<file path="config.mk">
export PLATFORM = sky130hd
export DESIGN_NAME = axis_delay_calibrator_flat
export DESIGN_NICKNAME = d
export VERILOG_FILES = /design/src/rtl/axis_delay_calibrator_if.sv /design/src/rtl/axis_delay_calibrator.sv /design/src/flat_wrapper.sv
export SDC_FILE = /design/constraint.sdc
export NUM_CORES = 1
export LEC_CHECK = 0
export CAP_MARGIN = 10
export CORE_AREA = 2 2 134 136
export DETAILED_ROUTE_END_ITERATION = 8
export DIE_AREA = 0 0 136 138
export PLACE_DENSITY = 0.89
export RECOVER_POWER = 50
export SYNTH_ARGS = -nofsm -noshare
export SYNTH_HDL_FRONTEND = slang
export SYNTH_SLANG_ARGS = --single-unit
export TNS_END_PERCENT = 100
</file>
<file path="constraint.sdc">
create_clock -name clk -period 6.75 [get_ports clk]
set_input_delay 1.0125 -clock clk [delete_from_list [all_inputs] [get_ports clk]]
set_output_delay 1.0125 -clock clk [all_outputs]
set_load 0.02 [all_outputs]
</file>
<file path="src/rtl/axis_delay_calibrator_if.sv">
`default_nettype none
// +----------------------------------------------------------------------+
// | Module  : axis_delay_calibrator_if                                   |
// | Purpose : AXI-Stream sample bus (no backpressure) seen by the        |
// |           delay calibrator monitor.                                  |
// | Revision: 1.0 - initial release                                      |
// +----------------------------------------------------------------------+
interface axis_delay_calibrator_if #(
  parameter int DATA_WIDTH = 256
) ();
  logic [DATA_WIDTH-1:0] tdata;
  logic                  tvalid;

  modport master (output tdata, output tvalid);
  modport slave  (input  tdata, input  tvalid);
endinterface
`default_nettype wire

</file>
<file path="src/rtl/axis_delay_calibrator.sv">
`default_nettype none
// +----------------------------------------------------------------------+
// | Module  : axis_delay_calibrator                                      |
// | Purpose : Finds the first sample above a signed threshold after a    |
// |           start pulse and reports the latency as cycles + samples.   |
// |           Optional macro DELAY_CALIB_AVG_EN: 4-trial averaging.      |
// | Revision: 1.0 - initial release                                      |
// +----------------------------------------------------------------------+
module axis_delay_calibrator #(
  parameter int DATA_WIDTH       = 256,
  parameter int SAMPLE_PER_CYCLE = 16,
  parameter int SAMPLE_WIDTH     = 16,
  parameter int MAX_CYCLES       = 4096
) (
  input  wire logic                    clk,
  input  wire logic                    rst_n,
  input  wire logic                    i_cal_start,
  input  wire logic [SAMPLE_WIDTH-1:0] i_threshold,
  axis_delay_calibrator_if.slave       s_axis,
  output logic [15:0]                  o_inter_cycle_delay_count,
  output logic [15:0]                  o_intra_cycle_delay_count,
  output logic [31:0]                  o_total_delay_samples,
  output logic                         o_cal_busy,
  output logic                         o_cal_done,
  output logic                         o_cal_timeout
);

  localparam int                 c_CNT_W   = $clog2(MAX_CYCLES);
  localparam int                 c_IDX_W   = $clog2(SAMPLE_PER_CYCLE);
  localparam logic [c_CNT_W-1:0] c_CNT_MAX = c_CNT_W'(MAX_CYCLES - 1);
  localparam logic [31:0]        c_MASK    = 32'(SAMPLE_PER_CYCLE - 1);

`ifdef DELAY_CALIB_AVG_EN
  typedef enum logic [2:0] {S_IDLE, S_SEARCH, S_DONE, S_TIMEOUT, S_WAIT} state_t;
`else
  typedef enum logic [1:0] {S_IDLE, S_SEARCH, S_DONE, S_TIMEOUT} state_t;
`endif

  state_t                         r_state;
  logic [c_CNT_W-1:0]             r_cnt;
  logic signed [SAMPLE_WIDTH-1:0] r_thr;
  logic [15:0]                    r_inter;
  logic [15:0]                    r_intra;
  logic [31:0]                    r_total;
  logic                           r_busy;
  logic                           r_done;
  logic                           r_timeout;

  logic                           w_any;
  logic                           w_hit;
  logic [c_IDX_W-1:0]             w_idx;
  logic [31:0]                    w_lat;
  logic [31:0]                    w_res;

  // Scan from the latest sample down so the earliest crossing wins.
  always_comb begin
    w_any = 1'b0;
    w_idx = '0;
    for (int k = SAMPLE_PER_CYCLE - 1; k >= 0; k--) begin
      if ($signed(s_axis.tdata[k*SAMPLE_WIDTH +: SAMPLE_WIDTH]) > r_thr) begin
        w_any = 1'b1;
        w_idx = c_IDX_W'(k);
      end
    end
  end

  assign w_hit = w_any & s_axis.tvalid;
  assign w_lat = (32'(r_cnt) << c_IDX_W) | 32'(w_idx);

`ifdef DELAY_CALIB_AVG_EN
  logic [33:0] r_acc;
  logic [1:0]  r_trial;
  logic [33:0] w_sum;
  logic [33:0] w_rnd;

  assign w_sum = r_acc + 34'(w_lat);
  assign w_rnd = w_sum + 34'd2;
  assign w_res = w_rnd[33:2];
`else
  assign w_res = w_lat;
`endif

  always_ff @(posedge clk) begin
    if (!rst_n) begin
      r_state   <= S_IDLE;
      r_cnt     <= '0;
      r_thr     <= '0;
      r_inter   <= '0;
      r_intra   <= '0;
      r_total   <= '0;
      r_busy    <= 1'b0;
      r_done    <= 1'b0;
      r_timeout <= 1'b0;
`ifdef DELAY_CALIB_AVG_EN
      r_acc     <= '0;
      r_trial   <= '0;
`endif
    end else begin
      case (r_state)
        S_IDLE, S_DONE, S_TIMEOUT: begin
          if (i_cal_start) begin
            r_state   <= S_SEARCH;
            r_cnt     <= '0;
            r_thr     <= i_threshold;
            r_busy    <= 1'b1;
            r_done    <= 1'b0;
            r_timeout <= 1'b0;
`ifdef DELAY_CALIB_AVG_EN
            r_acc     <= '0;
            r_trial   <= '0;
`endif
          end
        end
`ifdef DELAY_CALIB_AVG_EN
        S_WAIT: begin
          if (i_cal_start) begin
            r_state <= S_SEARCH;
            r_cnt   <= '0;
            r_thr   <= i_threshold;
            r_trial <= r_trial + 2'd1;
          end
        end
`endif
        S_SEARCH: begin
          if (w_hit) begin
`ifdef DELAY_CALIB_AVG_EN
            if (r_trial != 2'd3) begin
              r_acc   <= w_sum;
              r_state <= S_WAIT;
            end else begin
              r_acc   <= '0;
              r_trial <= '0;
`endif
              r_total <= w_res;
              r_inter <= 16'(w_res >> c_IDX_W);
              r_intra <= 16'(w_res & c_MASK);
              r_state <= S_DONE;
              r_done  <= 1'b1;
              r_busy  <= 1'b0;
`ifdef DELAY_CALIB_AVG_EN
            end
`endif
          end else if (r_cnt == c_CNT_MAX) begin
            r_state   <= S_TIMEOUT;
            r_timeout <= 1'b1;
            r_busy    <= 1'b0;
            r_total   <= '0;
            r_inter   <= '0;
            r_intra   <= '0;
`ifdef DELAY_CALIB_AVG_EN
            r_acc     <= '0;
            r_trial   <= '0;
`endif
          end else begin
            r_cnt <= r_cnt + 1'b1;
          end
        end
        default: r_state <= S_IDLE;
      endcase
    end
  end

  assign o_inter_cycle_delay_count = r_inter;
  assign o_intra_cycle_delay_count = r_intra;
  assign o_total_delay_samples     = r_total;
  assign o_cal_busy                = r_busy;
  assign o_cal_done                = r_done;
  assign o_cal_timeout             = r_timeout;

endmodule
`default_nettype wire

</file>
<file path="src/flat_wrapper.sv">
// flat-port wrapper written by rule: the top's interface ports become plain ports
module axis_delay_calibrator_flat 
#(
  parameter int DATA_WIDTH       = 256,
  parameter int SAMPLE_PER_CYCLE = 16,
  parameter int SAMPLE_WIDTH     = 16,
  parameter int MAX_CYCLES       = 4096
)
  (clk, rst_n, i_cal_start, i_threshold, o_inter_cycle_delay_count, o_intra_cycle_delay_count, o_total_delay_samples, o_cal_busy, o_cal_done, o_cal_timeout, s_axis_tdata, s_axis_tvalid);
  axis_delay_calibrator_if #(.DATA_WIDTH(DATA_WIDTH)) s_axis_i ();
  input  wire logic clk;
  input  wire logic rst_n;
  input  wire logic i_cal_start;
  input  wire logic [SAMPLE_WIDTH-1:0] i_threshold;
  output logic [15:0] o_inter_cycle_delay_count;
  output logic [15:0] o_intra_cycle_delay_count;
  output logic [31:0] o_total_delay_samples;
  output logic o_cal_busy;
  output logic o_cal_done;
  output logic o_cal_timeout;
  input wire logic [$bits(s_axis_i.tdata)-1:0] s_axis_tdata;
  input wire logic [$bits(s_axis_i.tvalid)-1:0] s_axis_tvalid;
  assign s_axis_i.tdata = s_axis_tdata;
  assign s_axis_i.tvalid = s_axis_tvalid;
  axis_delay_calibrator #(.DATA_WIDTH(DATA_WIDTH), .SAMPLE_PER_CYCLE(SAMPLE_PER_CYCLE), .SAMPLE_WIDTH(SAMPLE_WIDTH), .MAX_CYCLES(MAX_CYCLES)) u_core (.clk(clk), .rst_n(rst_n), .i_cal_start(i_cal_start), .i_threshold(i_threshold), .s_axis(s_axis_i), .o_inter_cycle_delay_count(o_inter_cycle_delay_count), .o_intra_cycle_delay_count(o_intra_cycle_delay_count), .o_total_delay_samples(o_total_delay_samples), .o_cal_busy(o_cal_busy), .o_cal_done(o_cal_done), .o_cal_timeout(o_cal_timeout));
endmodule
</file>
==> results of run 1 <==
==> metrics by stage <==
step | power (uW) | utilization (%) | area [um^2] | cells
floorplan | 688 | - | 8470 | 1052
finish | 1230 | 66.6 | 11700 | 1549
global route | 1310 | 66.5 | 11700 | 1548
global placement | 951 | 65.7 | 11500 | 1539
detailed placement | 980 | 65.7 | 11500 | 1539
CTS | 1220 | 66.5 | 11700 | 1547
==> layout make-up <==
type	instances	area, um^2	share of cell area (%)
clock buffers	6	129	1.10
inverters	52	195	1.67
clock inverters	2	10.0	0.0858
multi-input cells	886	6860	58.8
well taps	229	287	2.45
flip-flops and latches	49	981	8.40
repair buffers	323	3200	27.4
diodes	2	5.00	0.0429
==> worst max-delay path by stage <==
stage,to,slack [ns],cells past startpoint
after global placement,u_core.r_cnt[7]$_SDFFE_PN0P_,1.94,11
after floorplan,u_core.r_cnt[7]$_SDFFE_PN0P_,2.97,10
after global routing,u_core.r_cnt[9]$_SDFFE_PN0P_,1.79,11
after detailed placement,u_core.r_cnt[7]$_SDFFE_PN0P_,1.82,11
after CTS,u_core.r_cnt[9]$_SDFFE_PN0P_,2.10,11
final,u_core.r_cnt[7]$_SDFFE_PN0P_,2.05,11
==> sequential cells by signal, summed over array words and instances (netlist names) <==
signal	cells
u_core.r_state	2
u_core.o_cal_timeout	1
u_core.o_cal_done	1
u_core.r_cnt	12
u_core.r_thr	16
u_core.o_cal_busy	1
u_core.o_inter_cycle_delay_count	1
u_core.o_total_delay_samples	15
==> worst max-delay path: stages <==
cell and delay, ns:
sky130_fd_sc_hd__clkdlybuf4s50_1 0.41, sky130_fd_sc_hd__ha_1 0.32, sky130_fd_sc_hd__a211oi_1 0.31, sky130_fd_sc_hd__o21ai_0 0.15
sky130_fd_sc_hd__nor4_1 0.31, sky130_fd_sc_hd__nor2_1 0.09, sky130_fd_sc_hd__o211ai_1 0.41, sky130_fd_sc_hd__nand3b_1 0.35
sky130_fd_sc_hd__o41a_1 0.79, sky130_fd_sc_hd__or4_1 0.61, sky130_fd_sc_hd__a21oi_1 0.15
==> per-layer routing <==
layer / up-vias / GRT usage (%) / share of wire (%)
met3: 115 / 7.92 / 9.8
met1: 4295 / 37.4 / 39
met4: 2 / 15.3 / 5.2
li1: 4444 / - / -
met2: 484 / 55.4 / 46
met5: - / 0 / 0.041
==> cell families (layout without fill, tap and decap cells) <==
group	count (synthesis)	count (layout)	share of synthesized area [%]
compound gates	273	273	21.2
other cells	1	34	0.0449
simple gates	319	319	20.4
buf+inv	117	383	7.46
mux	5	5	0.629
flops	49	49	11.7
fa+ha+maj	257	257	38.5
==> synth_stat cells (all sizes together), types with 5 or more instances <==
| cell | number | share of area, % |
|---|---|---|
| or2 | 6 | 0.45 |
| and4 | 10 | 1.0 |
| o21ai | 27 | 1.6 |
| nand2b | 7 | 0.52 |
| ha | 257 | 39 |
| buf | 52 | 4.5 |
| a21oi | 113 | 6.8 |
| nand2 | 83 | 3.7 |
| a31oi | 9 | 0.67 |
| or3 | 8 | 0.66 |
| and2 | 6 | 0.45 |
| o211ai | 23 | 2.1 |
| o21a | 9 | 0.81 |
| a21o | 27 | 2.4 |
| inv | 52 | 2.3 |
| a211o | 5 | 0.52 |
| nor2 | 29 | 1.3 |
| nor3 | 7 | 0.42 |
| and3 | 15 | 1.1 |
| clkbuf | 13 | 0.58 |
| nand3 | 50 | 3.0 |
| nor4 | 8 | 0.60 |
| a211oi | 10 | 0.90 |
| nand4 | 53 | 4.0 |
| nor2b | 23 | 1.7 |
| a2111oi | 7 | 0.73 |
| dfxtp | 49 | 12 |
==> power by group through the flow <==
stage          clock network, uW  logic [uW]  registers (uW)
5_1_grt                      252         754             304
6_report                     241         681             303
3_5_place_dp                   0         670             310
4_1_cts                      242         675             303
2_1_floorplan                  0         378             310
3_3_place_gp                   0         641             310
==> implementation parameters, run 1 <==
Parameter                              Value

Yosys
  Warnings, synthesis ... 0
  Unique cell type count in the Yosys netlist ... 62
  Sequential share of the synthesized area ... 11.7%
  Flop and latch count out of synthesis ... 49
  Number of enable-type register cells in the synthesized netlist ... 0
  Syn Area/Cell ... 8.18 um^2
  Cell area after technology mapping ... 0.00835 mm^2
  Top_reg_cell synth ... sky130_fd_sc_hd__dfxtp_1
  Synthesized netlist cell count ... 1021
  Fraction of registers with async set/reset ... 0%

Timing
  Achievable Freq ... 213 MHz
  Number of failing setup endpoints in the final timing report ... 0
  Number of hold-slack violations in the final timing report ... 0
  Worst hold margin ... 0.453 ns
  Slew headroom ... 18.3%
  Setup TNS Final ... 0 ns
  Setup repair after global routing missed its margin ... false
  Clk_skew ... 0.00560 ns
  Max-slew violation count ... 0
  Period utilization ... 69.7%
  Slew at the pin closest to its max-slew limit ... 1.22 ns
  Fin worst setup slack ... 2.05 ns
  Min Tclk post-route ... 4.70 ns

Clocking
  CTS Buffer Depth ... 2
  Post-CTS Setup Bufs ... 0
  Clock tree from TritonCTS ... yes
  Number of gates resized after CTS ... 0
  # hold bufs at CTS ... 0
  Number of H-tree levels ... 2
  Clock root buffer master ... sky130_fd_sc_hd__clkbuf_16
  Clock buffers created by TritonCTS ... 5
  Clock net sink count ... 49
  Clk pin slew, worst setup/hold paths ... 0.06 ns
  Clock latency on the worst-skew pair ... 0.29 ns

Min path
  Hold WC Path Type ... register to register
  Hold Crit Start ... u_core.r_thr[3]$_SDFFE_PN0P_
  Hold Path Cell Cnt ... 2
  Hold path endpoint ... u_core.r_thr[3]$_SDFFE_PN0P_

Route
  First-iteration detailed-routing DRC count ... 592
  DR DRC count ... 0
  Drt wl/cell ... 20.5 um
  DR vias ... 9340
  Post-DR vias/cell ... 6.03
  Pre-antenna DRT Iters ... 5
  Antenna-violating nets left ... 0
  Final Routed Wirelength ... 31800 um

Critical path
  Source of the worst register-to-register timing path ... u_core.r_thr[11]$_SDFFE_PN0P_
  Worst Path Required ... 6.97 ns
  Register-to-Register Path Depth ... 12
  Classification of the worst setup path ... input port to register
  Category of the worst setup path launch point ... input port
  Worst path arrival time ... 4.92 ns
  Critical Path Source ... s_axis_tdata[149]
  Endpoint of the lowest-slack register-to-register path ... u_core.r_cnt[7]$_SDFFE_PN0P_
  Crit path max fanout ... 21
  Setup slack of the most critical reg-to-reg path ... 2.15 ns
  Capturing element type of the critical path ... register

Floorplanning
  I/O pin count ... 343
  Area of the die ... 0.0188 mm^2
  Initial standard-cell utilization of the core ... 47.6%
  Number of core rows ... 49
  Vert. Die Dim ... 138 um
  DIE WIDTH ... 136 um
  CORE AREA ... 0.0175 mm^2

Layout
  Number of nets in the final layout ... 1850
  Leading cell types in the layout, fill and taps excluded ... 274 x sky130_fd_sc_hd__clkdlybuf4s50_1, 257 x sky130_fd_sc_hd__ha_1, 113 x sky130_fd_sc_hd__a21oi_1
  Commonest non-fill, non-tap cell in the layout ... sky130_fd_sc_hd__clkdlybuf4s50_1
  Ratio of cells with drive above 1 in the final layout ... 2.50%
  Post-synthesis to final-layout area growth ... 39.7%
  Fill count ... 1461

Global route
  Number of global-route vias before repair ... 9390
  Largest net degree at the start of global routing ... 39
  GRT Util Overall ... 32.4%
  Total global routing overflow ... 0
  Global-route wire length before repair ... 47700 um
  Antenna violations before repair ... 3

Pwr
  Sequential share of power ... 24.8%
  Combinational cell fraction of total power ... 55.6%
  Total net switching power ... 452 uW
  Switching portion of total power ... 36.9%
  Power density relative to cell area ... 105 mW/mm^2
  Worst voltage drop across the vdd grid ... 0.142 mV
  Cell internal pwr ... 774 uW
  Static leakage power ... 0.00504 uW
  Clock Power Share ... 19.7%

Job
  Max-cap violation count ... 0

Placed design
  Port Buf Inserts ... 310
  Routability-driven placement congestion ratio ... 0.929
  Pre-CTS worst setup slack ... 1.82 ns
  DP Wirelength ... 25000 um

Run status
  Status ... completed
Power figures use the tool's default switching activity.
==> inputs of run 2 (changes only) <==
Settings changed: CORE_AREA 2 2 134 136 to 2 2 140 142, DIE_AREA 0 0 136 138 to 0 0 142 144, PLACE_DENSITY 0.89 to 0.82.
Clock period 6.75 ns to 4.35 ns, I/O delays scaled along.
==> run 2 against run 1 <==
Net effect:
- setup slack lost 1.8 ns
- combinational power grew 59%
- first-iteration DRC count shrank 33%
- sequential power grew 55%
- design area grew 2.2%
- global-route usage shrank 2.6 points
- clock-buffer cell count grew 1
==> implementation parameters, run 2 (synthesized netlist as in run 1, its figures left out) <==
Parameter                              Value

Run status
  Status ... completed

Floorplanning
  DIE WIDTH ... 142 um (+4.4%)
  Vert. Die Dim ... 144 um (+4.3%)
  CORE AREA ... 0.0191 mm^2 (+8.8%)
  Area of the die ... 0.0204 mm^2 (+9.0%)
  Number of core rows ... 51 (+4.1%)
  I/O pin count ... 343 (unchanged)
  Initial standard-cell utilization of the core ... 43.8% (-3.9 points)

Critical path
  Capturing element type of the critical path ... register
  Endpoint of the lowest-slack register-to-register path ... u_core.r_cnt[9]$_SDFFE_PN0P_
  Crit path to ... u_core.r_cnt[9]$_SDFFE_PN0P_
  Critical Path Source ... u_core.r_thr[9]$_SDFFE_PN0P_
  Source of the worst register-to-register timing path ... u_core.r_thr[9]$_SDFFE_PN0P_
  Classification of the worst setup path ... register to register
  Category of the worst setup path launch point ... register
  Worst Path Required ... 4.56 ns (-2.41 ns)
  Setup slack of the most critical reg-to-reg path ... 0.23 ns (-1.92 ns)
  Worst path arrival time ... 4.32 ns (-0.60 ns)
  Crit path max fanout ... 9 (-57%)
  Register-to-Register Path Depth ... 11 (-1)

Layout
  Reg with most FFs ... u_core.r_thr
  Commonest non-fill, non-tap cell in the layout ... sky130_fd_sc_hd__clkdlybuf4s50_1
  Post-synthesis to final-layout area growth ... 42.8%
  Leading cell types in the layout, fill and taps excluded ... 274 x sky130_fd_sc_hd__clkdlybuf4s50_1, 257 x sky130_fd_sc_hd__ha_1, 113 x sky130_fd_sc_hd__a21oi_1
  Number of nets in the final layout ... 1874 (+1.3%)
  Final std cell area, no fill ... 0.0119 mm^2 (+2.2%)
  Ratio of cells with drive above 1 in the final layout ... 4.17% (+1.7 points)
  Flip-flop count of the largest register after layout ... 16 (unchanged)
  Number of standard cells in the final layout excluding fillers ... 1587 (+2.5%)

Clocking
  Clock buffers created by TritonCTS ... 5 (unchanged)
  Post-CTS Setup Bufs ... 0 (unchanged)
  Clock root buffer master ... sky130_fd_sc_hd__clkbuf_16
  Number of gates resized after CTS ... 0 (unchanged)
  Number of H-tree levels ... 2 (unchanged)
  # hold bufs at CTS ... 0 (unchanged)
  CTS Buffer Depth ... 2 (unchanged)
  Clock tree from TritonCTS ... yes
  Clock latency on the worst-skew pair ... 0.28 ns (about the same)
  Clk pin slew, worst setup/hold paths ... 0.06 ns (about the same)
  Clock net sink count ... 49 (unchanged)

Placed design
  DP Wirelength ... 25700 um (+2.9%)
  Routability-driven placement congestion ratio ... 0.943 (+1.5%)
  Standard cell area after detailed placement ... 0.0118 mm^2 (+2.1%)
  Pre-CTS worst setup slack ... 0.182 ns (-1.64 ns)
  Dpl cells ... 1572 (+2.1%)
  Port Buf Inserts ... 310 (unchanged)

Global route
  Antenna violations before repair ... 7 (+4)
  Number of global-route vias before repair ... 9126 (-2.8%)
  Largest net degree at the start of global routing ... 28 (-28%)
  Global-route wire length before repair ... 47500 um (-0.48%)
  Total global routing overflow ... 0 (unchanged)
  GRT Util Overall ... 29.8% (-2.6 points)

Timing
  Number of hold-slack violations in the final timing report ... 0 (unchanged)
  Achievable Freq ... 243 MHz
  Fin worst setup slack ... 0.235 ns (-1.81 ns)
  Setup repair after global routing missed its margin ... false
  Period utilization ... 94.6%
  Setup TNS Final ... 0 ns (unchanged)
  Clk_skew ... 0.00761 ns (+0.00202 ns)
  Min Tclk post-route ... 4.12 ns
  Slew headroom ... 33.2% (+15 points)
  Max-slew violation count ... 0 (unchanged)
  Number of failing setup endpoints in the final timing report ... 0 (unchanged)
  Slew at the pin closest to its max-slew limit ... 1.00 ns (-0.224 ns)

Pwr
  Design Power ... 1920 uW (+57%)
  Worst voltage drop across the vdd grid ... 0.226 mV (+59%)
  Power density relative to cell area ... 161 mW/mm^2 (+53%)
  Static leakage power ... 0.00516 uW (+2.5%)

Route
  Antenna-violating nets left ... 0 (unchanged)
  Post-DR vias/cell ... 5.79 (-4.0%)
  DR vias ... 9184 (-1.7%)
  Drt wl/cell ... 19.7 um (-3.9%)
  Final Routed Wirelength ... 31300 um (-1.5%)
  Pre-antenna DRT Iters ... 5 (unchanged)
  First-iteration detailed-routing DRC count ... 399 (-33%)
  DR DRC count ... 0 (unchanged)

Job
  Max-cap violation count ... 0 (unchanged)

Min path
  Hold WC Path Type ... register to register
-- run 2: per-stage QoR --
stage / hold WS [ns] / util (%)
after global placement: 0.441 / 61.7
after detailed placement: 0.447 / 61.7
final: 0.455 / 62.5
after floorplan: 0.436 / -
after CTS: 0.455 / 62.4
after global routing: 0.473 / 62.5
-- run 2: power breakdown --
part	internal (uW)	switching, uW	total [uW]
clock	214	156	370
sequential	462	7.31	469
combinational	550	532	1080
-- run 2: how the worst min path moves through the flow --
| stage | from | slack, ns | endpoint | depth (start not counted) |
|---|---|---|---|---|
| finish | u_core.r_thr[5]$_SDFFE_PN0P_ | 0.45 | u_core.r_thr[5]$_SDFFE_PN0P_ | 2 |
| global route | u_core.r_thr[4]$_SDFFE_PN0P_ | 0.47 | u_core.r_thr[4]$_SDFFE_PN0P_ | 2 |
| CTS | u_core.r_thr[5]$_SDFFE_PN0P_ | 0.46 | u_core.r_thr[5]$_SDFFE_PN0P_ | 2 |
| detailed placement | u_core.r_thr[5]$_SDFFE_PN0P_ | 0.45 | u_core.r_thr[5]$_SDFFE_PN0P_ | 2 |
| global placement | u_core.r_thr[2]$_SDFFE_PN0P_ | 0.44 | u_core.r_thr[2]$_SDFFE_PN0P_ | 2 |
| floorplan | u_core.r_thr[10]$_SDFFE_PN0P_ | 0.44 | u_core.r_thr[10]$_SDFFE_PN0P_ | 2 |
-- run 2: critical path, cell delays in order (launching register included) --
cell and delay, ns:
sky130_fd_sc_hd__dfxtp_1 0.31, sky130_fd_sc_hd__inv_1 0.58, sky130_fd_sc_hd__ha_1 0.40, sky130_fd_sc_hd__and3_1 0.21, sky130_fd_sc_hd__a221o_1 0.38, sky130_fd_sc_hd__o211ai_2 0.17
sky130_fd_sc_hd__a41o_1 0.26, sky130_fd_sc_hd__o32ai_1 0.16, sky130_fd_sc_hd__or3_4 0.46, sky130_fd_sc_hd__o41a_1 0.45, sky130_fd_sc_hd__or4_1 0.52, sky130_fd_sc_hd__a21oi_1 0.14
-- run 2: layout make-up --
type	instances	area [um^2]
inverters	52	195
clock buffers	7	133
fillers	1665	7150
repair buffers	347	3430
multi-input cells	886	6860
diodes	7	17.5
well taps	238	298
clock inverters	1	7.51
flip-flops and latches	49	981
-- run 2: routing by layer --
layer	vias up	part of all wire, %	GRT usage (%)
met3	106	7.2	5.30
met2	377	46	51.1
met1	4193	42	35.6
li1	4508	-	-
met5	-	0	0
met4	0	5.4	15.8
